$ cat src/rtl/rf_wb_arbiter.sv
// Register-file writeback arbiter: two writeback ports onto one write port, plus a busy scoreboard.
// Optional conflict counter is built when RF_ARB_PERF_EN is defined; otherwise perf_conflicts reads 0.
module rf_wb_arbiter #(
    parameter int ADDR_WIDTH = 5,
    parameter int DATA_WIDTH = 32,
    parameter int MAX_WAIT   = 3
) (
    input  logic                  clk,
    input  logic                  rst,
    input  logic                  p0_valid,
    output logic                  p0_ready,
    input  logic [ADDR_WIDTH-1:0] p0_addr,
    input  logic [DATA_WIDTH-1:0] p0_data,
    input  logic                  p1_valid,
    output logic                  p1_ready,
    input  logic [ADDR_WIDTH-1:0] p1_addr,
    input  logic [DATA_WIDTH-1:0] p1_data,
    input  logic                  issue_valid,
    input  logic [ADDR_WIDTH-1:0] issue_rd,
    output logic                  issue_ready,
    input  logic [ADDR_WIDTH-1:0] chk_rs1,
    input  logic [ADDR_WIDTH-1:0] chk_rs2,
    output logic                  hazard,
    output logic                  rf_wen,
    output logic [ADDR_WIDTH-1:0] rf_waddr,
    output logic [DATA_WIDTH-1:0] rf_wdata,
    output logic [31:0]           perf_conflicts
);

    localparam int          NREG   = 2 ** ADDR_WIDTH;
    localparam logic [3:0]  WAIT_M = 4'(MAX_WAIT);

    logic [3:0]            wait_cnt_q, wait_cnt_d;
    logic [NREG-1:0]       busy_q, busy_d;
    logic                  rf_wen_q, rf_wen_d;
    logic [ADDR_WIDTH-1:0] rf_waddr_q, rf_waddr_d;
    logic [DATA_WIDTH-1:0] rf_wdata_q, rf_wdata_d;
    logic                  issue_acc;

    always_comb begin
        p1_ready = p1_valid & (~p0_valid | (wait_cnt_q == WAIT_M));
        p0_ready = p0_valid & ~p1_ready;
    end

    assign issue_ready = ~busy_q[issue_rd];
    assign hazard      = busy_q[chk_rs1] | busy_q[chk_rs2];
    assign issue_acc   = issue_valid & issue_ready & (issue_rd != '0);

    always_comb begin
        wait_cnt_d = wait_cnt_q;
        if (!p1_valid || p1_ready) begin
            wait_cnt_d = '0;
        end else if (wait_cnt_q < WAIT_M) begin
            wait_cnt_d = wait_cnt_q + 4'd1;
        end
    end

    // Clear before set: a same-register pair is excluded by issue_ready, so order only matters defensively.
    always_comb begin
        busy_d = busy_q;
        if (p1_ready) begin
            busy_d[p1_addr] = 1'b0;
        end
        if (issue_acc) begin
            busy_d[issue_rd] = 1'b1;
        end
        busy_d[0] = 1'b0;
    end

    always_comb begin
        rf_wen_d   = 1'b0;
        rf_waddr_d = rf_waddr_q;
        rf_wdata_d = rf_wdata_q;
        if (p1_ready) begin
            rf_wen_d   = (p1_addr != '0);
            rf_waddr_d = p1_addr;
            rf_wdata_d = p1_data;
        end else if (p0_ready) begin
            rf_wen_d   = (p0_addr != '0);
            rf_waddr_d = p0_addr;
            rf_wdata_d = p0_data;
        end
    end

    always_ff @(posedge clk or negedge rst) begin
        if (!rst) begin
            wait_cnt_q <= '0;
            busy_q     <= '0;
            rf_wen_q   <= 1'b0;
            rf_waddr_q <= '0;
            rf_wdata_q <= '0;
        end else begin
            wait_cnt_q <= wait_cnt_d;
            busy_q     <= busy_d;
            rf_wen_q   <= rf_wen_d;
            rf_waddr_q <= rf_waddr_d;
            rf_wdata_q <= rf_wdata_d;
        end
    end

    assign rf_wen   = rf_wen_q;
    assign rf_waddr = rf_waddr_q;
    assign rf_wdata = rf_wdata_q;

`ifdef RF_ARB_PERF_EN
    logic [31:0] perf_q, perf_d;

    always_comb begin
        perf_d = perf_q;
        if (p0_valid && p1_valid) begin
            perf_d = perf_q + 32'd1;
        end
    end

    always_ff @(posedge clk or negedge rst) begin
        if (!rst) begin
            perf_q <= '0;
        end else begin
            perf_q <= perf_d;
        end
    end

    assign perf_conflicts = perf_q;
`else
    assign perf_conflicts = '0;
`endif

endmodule

$ cat config.mk
export PLATFORM = sky130hd
export DESIGN_NAME = rf_wb_arbiter
export DESIGN_NICKNAME = d
export VERILOG_FILES = /design/src/rtl/rf_wb_arbiter.sv
export SDC_FILE = /design/constraint.sdc
export NUM_CORES = 1
export LEC_CHECK = 0
export CORE_MARGIN = 2
export CORE_UTILIZATION = 40
export DETAILED_ROUTE_END_ITERATION = 8
export GPL_TIMING_DRIVEN = 0
export PLACE_DENSITY_LB_ADDON = 0.25
export SLEW_MARGIN = 40
export SYNTH_ARGS = -nofsm -noshare
export SYNTH_HDL_FRONTEND = slang
export SYNTH_SLANG_ARGS = --single-unit
$ cat constraint.sdc
create_clock -name clk -period 2.3 [get_ports clk]
set_input_delay 0.46 -clock clk [delete_from_list [all_inputs] [get_ports clk]]
set_output_delay 0.46 -clock clk [all_outputs]
set_load 0.005 [all_outputs]
==> flow_summary.json, run 1 <==
{
  "async_flop_share": 1.00,
  "fp.coreArea_um2": 10200,
  "status": "complete, but fails checks",
  "powerDensity_nw_per_um2": 653,
  "ys.warnings.count": 0,
  "grt_pass1_wl_um": 20900,
  "holdWs_ns": 0.496,
  "p_clk_frac": 0.230,
  "fmax_mhz": 398,
  "drv_cap": 0,
  "synth_top_area_frac": 0.438,
  "worstPathArrival_ns": 2.05,
  "final_util": 0.606,
  "critPathMaxFanout": 6,
  "power_frac_seq": 0.430,
  "worstSetupPathType": "input port to output port",
  "hold_violations": 0,
  "die-area_um2": 11300,
  "worst_setup_path_start_kind": "input port",
  "p_switching_mw": 1.29,
  "cts_buffers": 9,
  "ctsRootBufferMaster": "clkbuf_8",
  "grt_max_degree": 60,
  "grt-ovfl-total": 0,
  "wl_per_cell_um": 18.8,
  "fp.dieW_um": 106,
  "cts_sinks": 73,
  "syn_avg_cell_area_um2": 11.2,
  "num-nets-final": 660,
  "dieHeight_um": 106,
  "diodes": 0,
  "slew_headroom": 0.472,
  "cts_tree": "done",
  "synth_top_flop_cell": "dfrtp_1",
  "vias": 3892,
  "synth_top_area_cell": "dfrtp_1",
  "ys_ff_latch": 73,
  "port_buffers": 128,
  "rsz0062_at_grt": "true",
  "yosys.cell_types.count": 38,
  "ant_nets": 0,
  "track_usage": 0.241,
  "start_util": 0.407,
  "setup_slack_ns": -0.210,
  "hpwlAfterDp_um": 9580,
  "globalplace.congestion": 0.871,
  "route.detailed.drc": 0,
  "vdd_drop_max_mv": 0.323,
  "ys_top_cells_by_count": "dfrtp_1, inv_1, o21ai_0",
  "h-tree-depth": 3,
  "finClkSkew_ns": 0.0132,
  "antenna_found_initial": 0,
  "drtPass1Iterations": 6,
  "post_drt_via_cell_ratio": 5.51,
  "grt_pass1_vias": 3903,
  "finalCritPeriodShare": 1.09,
  "clockBufferDepth": 2,
  "drive_gt1_frac": 0.225,
  "fin_crit_ns": 2.51,
  "placed_area_um2": 5770,
  "seq_area_frac_synth": 0.438,
  "area_growth_pct": 48.7,
  "yosysMostFrequentCell": "dfrtp_1",
  "setup_viol": 2,
  "hold_class": "input port to async pin",
  "violations": "setup timing",
  "p_int_mw": 2.75,
  "syn_inst": 372,
  "synth-edff-count": 0,
  "slew_viol_final": 0,
  "wirelength_um": 13300,
  "p_leak_nw": 2.76,
  "ios": 168,
  "share_comb_of_total_power": 0.340,
  "worstSkewPairLatency_ns": 0.35,
  "critPathRequiredTime_ns": 1.84,
  "worst_slew_pin_slew_ns": 0.790,
  "synth.area.top_cells": "dfrtp_1, mux4_2, a222oi_1",
  "total_power_mw": 4.04,
  "clkTransAtPathRegs_ns": 0.09,
  "end_kind": "output port",
  "switching_share": 0.320,
  "finalInstanceArea_um2": 6200,
  "netlist_area_um2": 4170,
  "drt_iter0_drc": 373,
  "std_cell_rows": 37
}
==> cells by family (layout without fill, tap and decap cells) <==
| group | after synthesis | in the layout | share of synthesized area |
|---|---|---|---|
| fa+ha+maj | 1 | 1 | 0.00300 |
| buf+inv | 96 | 263 | 0.122 |
| compound gates | 118 | 118 | 0.211 |
| mux | 32 | 32 | 0.147 |
| other cells | 1 | 32 | 0.000900 |
| flops | 73 | 73 | 0.438 |
| simple gates | 51 | 51 | 0.0769 |
==> placed cells by master, fill, tap and decap left out, drive strengths merged, types with 12 or more instances in the layout <==
cell / n
mux4: 22
o21ai: 44
dfrtp: 73
clkbuf: 24
nand2: 12
buf: 70
inv: 41
conb: 32
o31ai: 26
clkdlybuf4s50: 117
a222oi: 37
==> state kept, by name (all words and copies together) (netlist names) <==
register / flops
rf_wdata: 32
rf_waddr: 5
rf_wen: 1
busy_q: 31
wait_cnt_q: 4
==> critical path: stages <==
cell	delay, ns
clkdlybuf4s50_1	0.61
mux2_2	0.37
a21oi_1	0.13
o21ai_0	0.07
o21ai_0	0.18
o211ai_1	0.09
buf_2	0.13
==> metrics by stage <==
stage	worst slack, ns	cells	TNS, ns
2_1_floorplan	0.0407	403	0
3_3_place_gp	-1.73	667	-141.82
3_5_place_dp	-1.24	668	-16.77
4_1_cts	-0.254	705	-0.486
5_1_grt	-0.321	706	-0.659
6_report	-0.210	706	-0.403
==> area by class of cell <==
type                            count  area (um2)
Fill cell                         881        4030
Multi-Input combinational cell    234        2000
Sequential cell                    73        1830
Timing Repair Buffer              151        1470
Buffer                             56         398
Tap cell                          136         170
Inverter                           40         150
Clock buffer                       10         138
Clock inverter                      6        42.5
==> routing by layer <==
metal,up-vias,global-route usage,wire length (um)
li1,1762,-,-
met1,1881,0.319,5310
met2,236,0.392,6390
met3,13,0.0619,1430
met4,0,0.0714,148
met5,-,0,0
==> path summary, 6_finish.rpt <==
path,end,from,cells after the start,slack [ns]
max,hazard,chk_rs2[1],7,-0.21
min,busy_q[11],rst,2,0.50
max reg2reg,rf_waddr[4],wait_cnt_q[1],8,0.15
min reg2reg,rf_waddr[1],rf_waddr[1],2,0.50
max in group asynchronous,busy_q[26],rst,3,1.27
min in group clk,rf_waddr[1],rf_waddr[1],2,0.50
==> power groups by stage <==
stage	Combinational [mW]	Sequential (mW)	Clock, mW
2_1_floorplan	0.702	1.67	0
3_3_place_gp	1.16	1.76	0
3_5_place_dp	1.20	1.77	0
4_1_cts	1.34	1.73	0.954
5_1_grt	1.49	1.76	1.01
6_report	1.38	1.74	0.931
==> what timing repair did <==
item                                   4_1_cts  5_1_grt
setup endpoints to repair                   25       53
hold buffers                                 1        0
endpoints found under the hold margin       14        0
gates resized for setup                     47       11
setup buffers                               20        2
pin swaps                                    6        2
Power figures use the tool's default switching activity.
==> run 2, diff against run 1 <==
- clock period: 2.3 -> 2.2 ns (I/O delays scaled with it)
==> run 2 against run 1 <==
Final cell count decreased by 0.28%. Critical path depth decreased by 2. Utilization grew 1.2 points. Sequential cell count unchanged. The flow still finishes with violations (setup timing). Combinational power up 4%. Sequential share of layout area is 0.59 points lower. Clock-buffer cell count rose by 2. Via count fell by 0.92%. First-iteration DRC count up 5.1%. Hold slack lost 0.0028 ns. Global-route usage down 0.92 points. Final area rose by 2.0%.
==> flow_summary.json, run 2 (same netlist as run 1, synthesis figures left out) <==
{
  "drive_gt1_frac": 0.246,
  "largest_reg_flops": 32,
  "critPathRequiredTime_ns": 1.76,
  "slowest_stage": "mux4_2",
  "cts_tree": "done",
  "grt-ovfl-total": 0,
  "grt_max_degree": 56,
  "std_cell_rows": 37,
  "finalCritPeriodShare": 1.15,
  "track_usage": 0.232,
  "cts_buffers": 9,
  "ios": 168,
  "diodes": 0,
  "wl_per_cell_um": 18.4,
  "wirelength_um": 13000,
  "final_cell_mix": "clkdlybuf4s50_1, dfrtp_1, buf_4",
  "worstSkewPairLatency_ns": 0.35,
  "final_common_cell": "clkdlybuf4s50_1",
  "clockBufferDepth": 2,
  "rsz0062_at_grt": "true",
  "finClkSkew_ns": 0.00806,
  "start_util": 0.407,
  "worst_setup_path_start_kind": "register",
  "drtPass1Iterations": 5,
  "critPathMaxFanout": 4,
  "total_power_mw": 4.58,
  "routed.top_layer": "met4",
  "route.met2.wl_um": 6300,
  "area_growth_pct": 51.7,
  "p_leak_nw": 2.81,
  "ant_nets": 0,
  "end_kind": "output port",
  "fin_crit_ns": 2.53,
  "final_util": 0.618,
  "clkTransAtPathRegs_ns": 0.08,
  "antenna_found_initial": 0,
  "die-area_um2": 11300,
  "status": "complete, but fails checks",
  "powerDensity_nw_per_um2": 724,
  "route.detailed.drc": 0,
  "hold_class": "input port to async pin",
  "violations": "setup timing",
  "r2r.worst_path.cells": 10,
  "fmax_mhz": 395,
  "m1WireLength_um": 5110,
  "worstSetupPathType": "register to output port",
  "worstPathArrival_ns": 2.09,
  "fp.coreArea_um2": 10200,
  "crit_start": "busy_q[14]",
  "dieHeight_um": 106,
  "rr_startpoint": "wait_cnt_q[0]",
  "globalplace.congestion": 0.876,
  "slew_viol_final": 0,
  "cts_sinks": 73,
  "fp.dieW_um": 106,
  "grt_pass1_vias": 3907,
  "vias": 3856,
  "setup_slack_ns": -0.333,
  "num-nets-final": 658,
  "slew_headroom": 0.549,
  "grt_pass1_wl_um": 20200,
  "reg2reg_slack_ns": 0.01,
  "worst_slew_pin_slew_ns": 0.675,
  "ctsRootBufferMaster": "clkbuf_8",
  "route.met3.wl_um": 1500,
  "h-tree-depth": 3,
  "drt_iter0_drc": 392,
  "hold_violations": 0,
  "vdd_drop_max_mv": 0.378,
  "setup_viol": 3,
  "hpwlAfterDp_um": 9350,
  "drv_cap": 0,
  "cp_common_cell": "mux4_2",
  "slowest_delay_ns": 0.50,
  "port_buffers": 128,
  "post_drt_via_cell_ratio": 5.48,
  "path_cells": "mux4_2, mux4_2, o22ai_2, o211ai_1, buf_2",
  "r2r-end": "busy_q[30]"
}
## run 2: cell count changes in the layout (fill, tap and decap cells not counted), sizes merged
cell	delta
clkinv	-2
clkdlybuf4s15	+1
inv	-1
dlygate4sd2	-1
clkbuf	+1
bufinv	+3
buf	-1
clkinvlp	-2
## run 2: metrics by stage
stage          TNS (ns)  cell area, um2  std cells  hold WS, ns  worst slack (ns)
2_1_floorplan         0            4290        403        0.144            0.0220
3_3_place_gp    -152.34            5740        667        0.473             -1.80
3_5_place_dp     -23.25            5770        668        0.294             -1.39
4_1_cts          -0.658            6230        703        0.498            -0.314
5_1_grt           -1.09            6320        704        0.508            -0.416
6_report         -0.604            6320        704        0.493            -0.333
## run 2: cell type report
type | instances | area [um2]
clock inverters | 4 | 98.8
plain buffers | 54 | 392
well taps | 136 | 170
flip-flops and latches | 73 | 1830
fillers | 856 | 3910
repair buffers | 151 | 1480
clock buffers | 12 | 155
multi-input cells | 234 | 2050
inverters | 40 | 150
## run 2: worst max-delay path by stage
stage                   end  slack, ns  cells after the start
2_1_floorplan        hazard       0.02                      5
3_3_place_gp   rf_wdata[21]      -1.80                      1
3_5_place_dp    issue_ready      -1.39                      8
4_1_cts              hazard      -0.31                      5
5_1_grt              hazard      -0.42                      7
6_report             hazard      -0.33                      5
## run 2: where the power goes
group          switching, mW  total [mW]  internal [mW]
sequential             0.235        1.82           1.58
clock                  0.508        1.33          0.818
combinational          0.578        1.43          0.855
total                   1.32        4.58           3.26
## run 2: what timing repair did
action | CTS | global route
hold endpoints to repair | 18 | 0
buffers inserted | 18 | 4
pin swaps | 8 | 5
endpoints found under the setup margin | 51 | 39
cloned | 0 | 0
resized for setup | 54 | 44
hold buffers | 1 | 0
## run 2: worst max-delay path, delay by kind of cell (launching register included)
| kind | cells | cell delay, ns |
|---|---|---|
| AOI/OAI and AO/OA | 2 | 0.21 |
| buffers and inverters | 1 | 0.13 |
| DFF | 1 | 0.44 |
| muxes | 2 | 0.97 |
## run 2: routing by layer
metal	track usage	vias up
met1	0.291	1858
met4	0.0432	0
met2	0.385	229
met3	0.0895	9
li1	-	1760
met5	0	-
==> run 3, diff against run 2 <==
- SLEW_MARGIN: 40 -> 10
==> run 3 against run 2 <==
The run still ends with setup timing left. Non-clock buffer count down 1. Register-to-register slack gained 0.08 ns. Clock power shrank 5%. Clock-buffer cell count is 1 lower. Critical path type unchanged.
==> flow_summary.json, run 3 (same netlist as run 1, synthesis figures left out) <==
{
  "setup_tns_ns": -0.688,
  "dieHeight_um": 106,
  "powerDensity_nw_per_um2": 718,
  "min_from": "rf_wdata[30]",
  "num-nets-final": 657,
  "grt_max_degree": 56,
  "slew_headroom": 0.554,
  "worstSkewPairLatency_ns": 0.35,
  "drive_gt1_frac": 0.224,
  "status": "complete, but fails checks",
  "hold_class": "register to register",
  "fin_crit_ns": 2.53,
  "setup_slack_ns": -0.330,
  "cts_sinks": 73,
  "clockBufferDepth": 2,
  "route.detailed.drc": 0,
  "drt_iter0_drc": 462,
  "critPathRequiredTime_ns": 1.76,
  "antenna_found_initial": 0,
  "drtPass1Iterations": 7,
  "area_growth_pct": 50.1,
  "post_drt_via_cell_ratio": 5.52,
  "cts_buffers": 9,
  "cp_num_buf_inv": 1,
  "die-area_um2": 11300,
  "holdWs_ns": 0.498,
  "rsz0062_at_grt": "true",
  "worst_setup_path_start_kind": "register",
  "crit_family": "multiplexers",
  "p_leak_nw": 2.78,
  "ios": 168,
  "rr_startpoint": "wait_cnt_q[0]",
  "fp.coreArea_um2": 10200,
  "clkTransAtPathRegs_ns": 0.08,
  "h-tree-depth": 3,
  "worstSetupPathType": "register to output port",
  "cp_common_cell": "mux4_2",
  "slowest_delay_ns": 0.50,
  "setup_viol": 4,
  "fmax_mhz": 395,
  "grt_pass1_wl_um": 20000,
  "total_power_mw": 4.49,
  "hpwlAfterDp_um": 9370,
  "hold_violations": 0,
  "violations": "setup timing",
  "final_cell_mix": "clkdlybuf4s50_1, dfrtp_1, buf_4",
  "crit_start": "busy_q[15]",
  "cts_tree": "done",
  "path_cells": "mux4_2, mux4_2, o22ai_2, o211ai_1, buf_2",
  "grt-ovfl-total": 0,
  "finalCritPeriodShare": 1.15,
  "fillers": 858,
  "finClkSkew_ns": 0.00943,
  "globalplace.congestion": 0.876,
  "slew_viol_final": 0,
  "ctsRootBufferMaster": "clkbuf_8",
  "port_buffers": 128,
  "wirelength_um": 13000,
  "place_ws_ns": -1.40,
  "end_kind": "output port",
  "vias": 3880,
  "drv_cap": 0,
  "largest_reg_flops": 32,
  "std_cell_rows": 37,
  "fp.dieW_um": 106,
  "start_util": 0.407,
  "ant_nets": 0,
  "worstPathArrival_ns": 2.09,
  "critPathMaxFanout": 4,
  "diodes": 0,
  "worst_slew_pin_slew_ns": 0.667,
  "wl_per_cell_um": 18.5,
  "track_usage": 0.230,
  "grt_pass1_vias": 3874,
  "slowest_stage": "mux4_2",
  "vdd_drop_max_mv": 0.384,
  "final_common_cell": "clkdlybuf4s50_1"
}
==> run 3: cell types whose count changed in the layout (fill, tap and decap cells not counted), moves of 2 or more <==
cell      before  now
o31ai_1       20   26
clkbuf_2       3    1
o31ai_2        6    0
o21ai_1       15    6
clkbuf_1       9   12
o21ai_0       27   38
clkbuf_8      12   10
o21ai_2        2    0
==> run 3: final cells by class <==
class                           count  area [um2]  area share
Multi-Input combinational cell    234        2000       0.320
Sequential cell                    73        1830       0.292
Timing Repair Buffer              149        1460       0.234
Buffer                             55         407      0.0650
Tap cell                          136         170      0.0272
Inverter                           40         150      0.0240
Clock buffer                       11         131      0.0210
Clock inverter                      5         104      0.0166
==> run 3: what timing repair did <==
| item | in CTS | in global routing |
|---|---|---|
| setup buffers | 17 | 2 |
| hold buffers | 1 | 0 |
| resized for setup | 56 | 20 |
| endpoints found under the hold margin | 18 | 0 |
| pin swaps | 8 | 6 |
| endpoints found under the setup margin | 51 | 26 |
==> run 3: routing by layer <==
layer	up-vias	part of all wire	global-route usage
li1	1755	-	-
met3	15	0.12	0.0834
met4	0	0.010	0.0592
met5	-	0	0
met1	1869	0.39	0.290
met2	241	0.48	0.378
==> run 3: report_power, final <==
part           total, mW  leakage (nW)  switching [mW]  internal [mW]
Sequential          1.82         0.902           0.235           1.58
Combinational       1.41          1.76           0.568          0.847
Clock               1.26         0.118           0.507          0.755
==> run 3: worst reg2reg max path, cell delays in order, from the launching register on <==
cell and delay [ns]:
dfrtp_1 0.37, ha_2 0.18, or3b_4 0.39, a21boi_4 0.17
buf_6 0.12, buf_4 0.15, clkbuf_1 0.37, a222oi_1 0.19
inv_1 0.09
==> run 3: final timing paths <==
kind                       cells past startpoint  slack, ns           end
max reg2reg                                    8       0.09  rf_wdata[15]
min reg2reg                                    2       0.50  rf_wdata[30]
min                                            2       0.50  rf_wdata[30]
min in group asynchronous                      2       0.53    busy_q[19]
max                                            5      -0.33        hazard
max in group asynchronous                      3       1.10   rf_waddr[2]
==> run 3: through the flow <==
step	utilization	cell area, um2	std cells
after CTS	0.607	6210	702
after detailed placement	0.564	5770	668
after floorplan	-	4290	403
final	0.612	6260	703
after global routing	0.612	6260	703
after global placement	0.561	5740	667
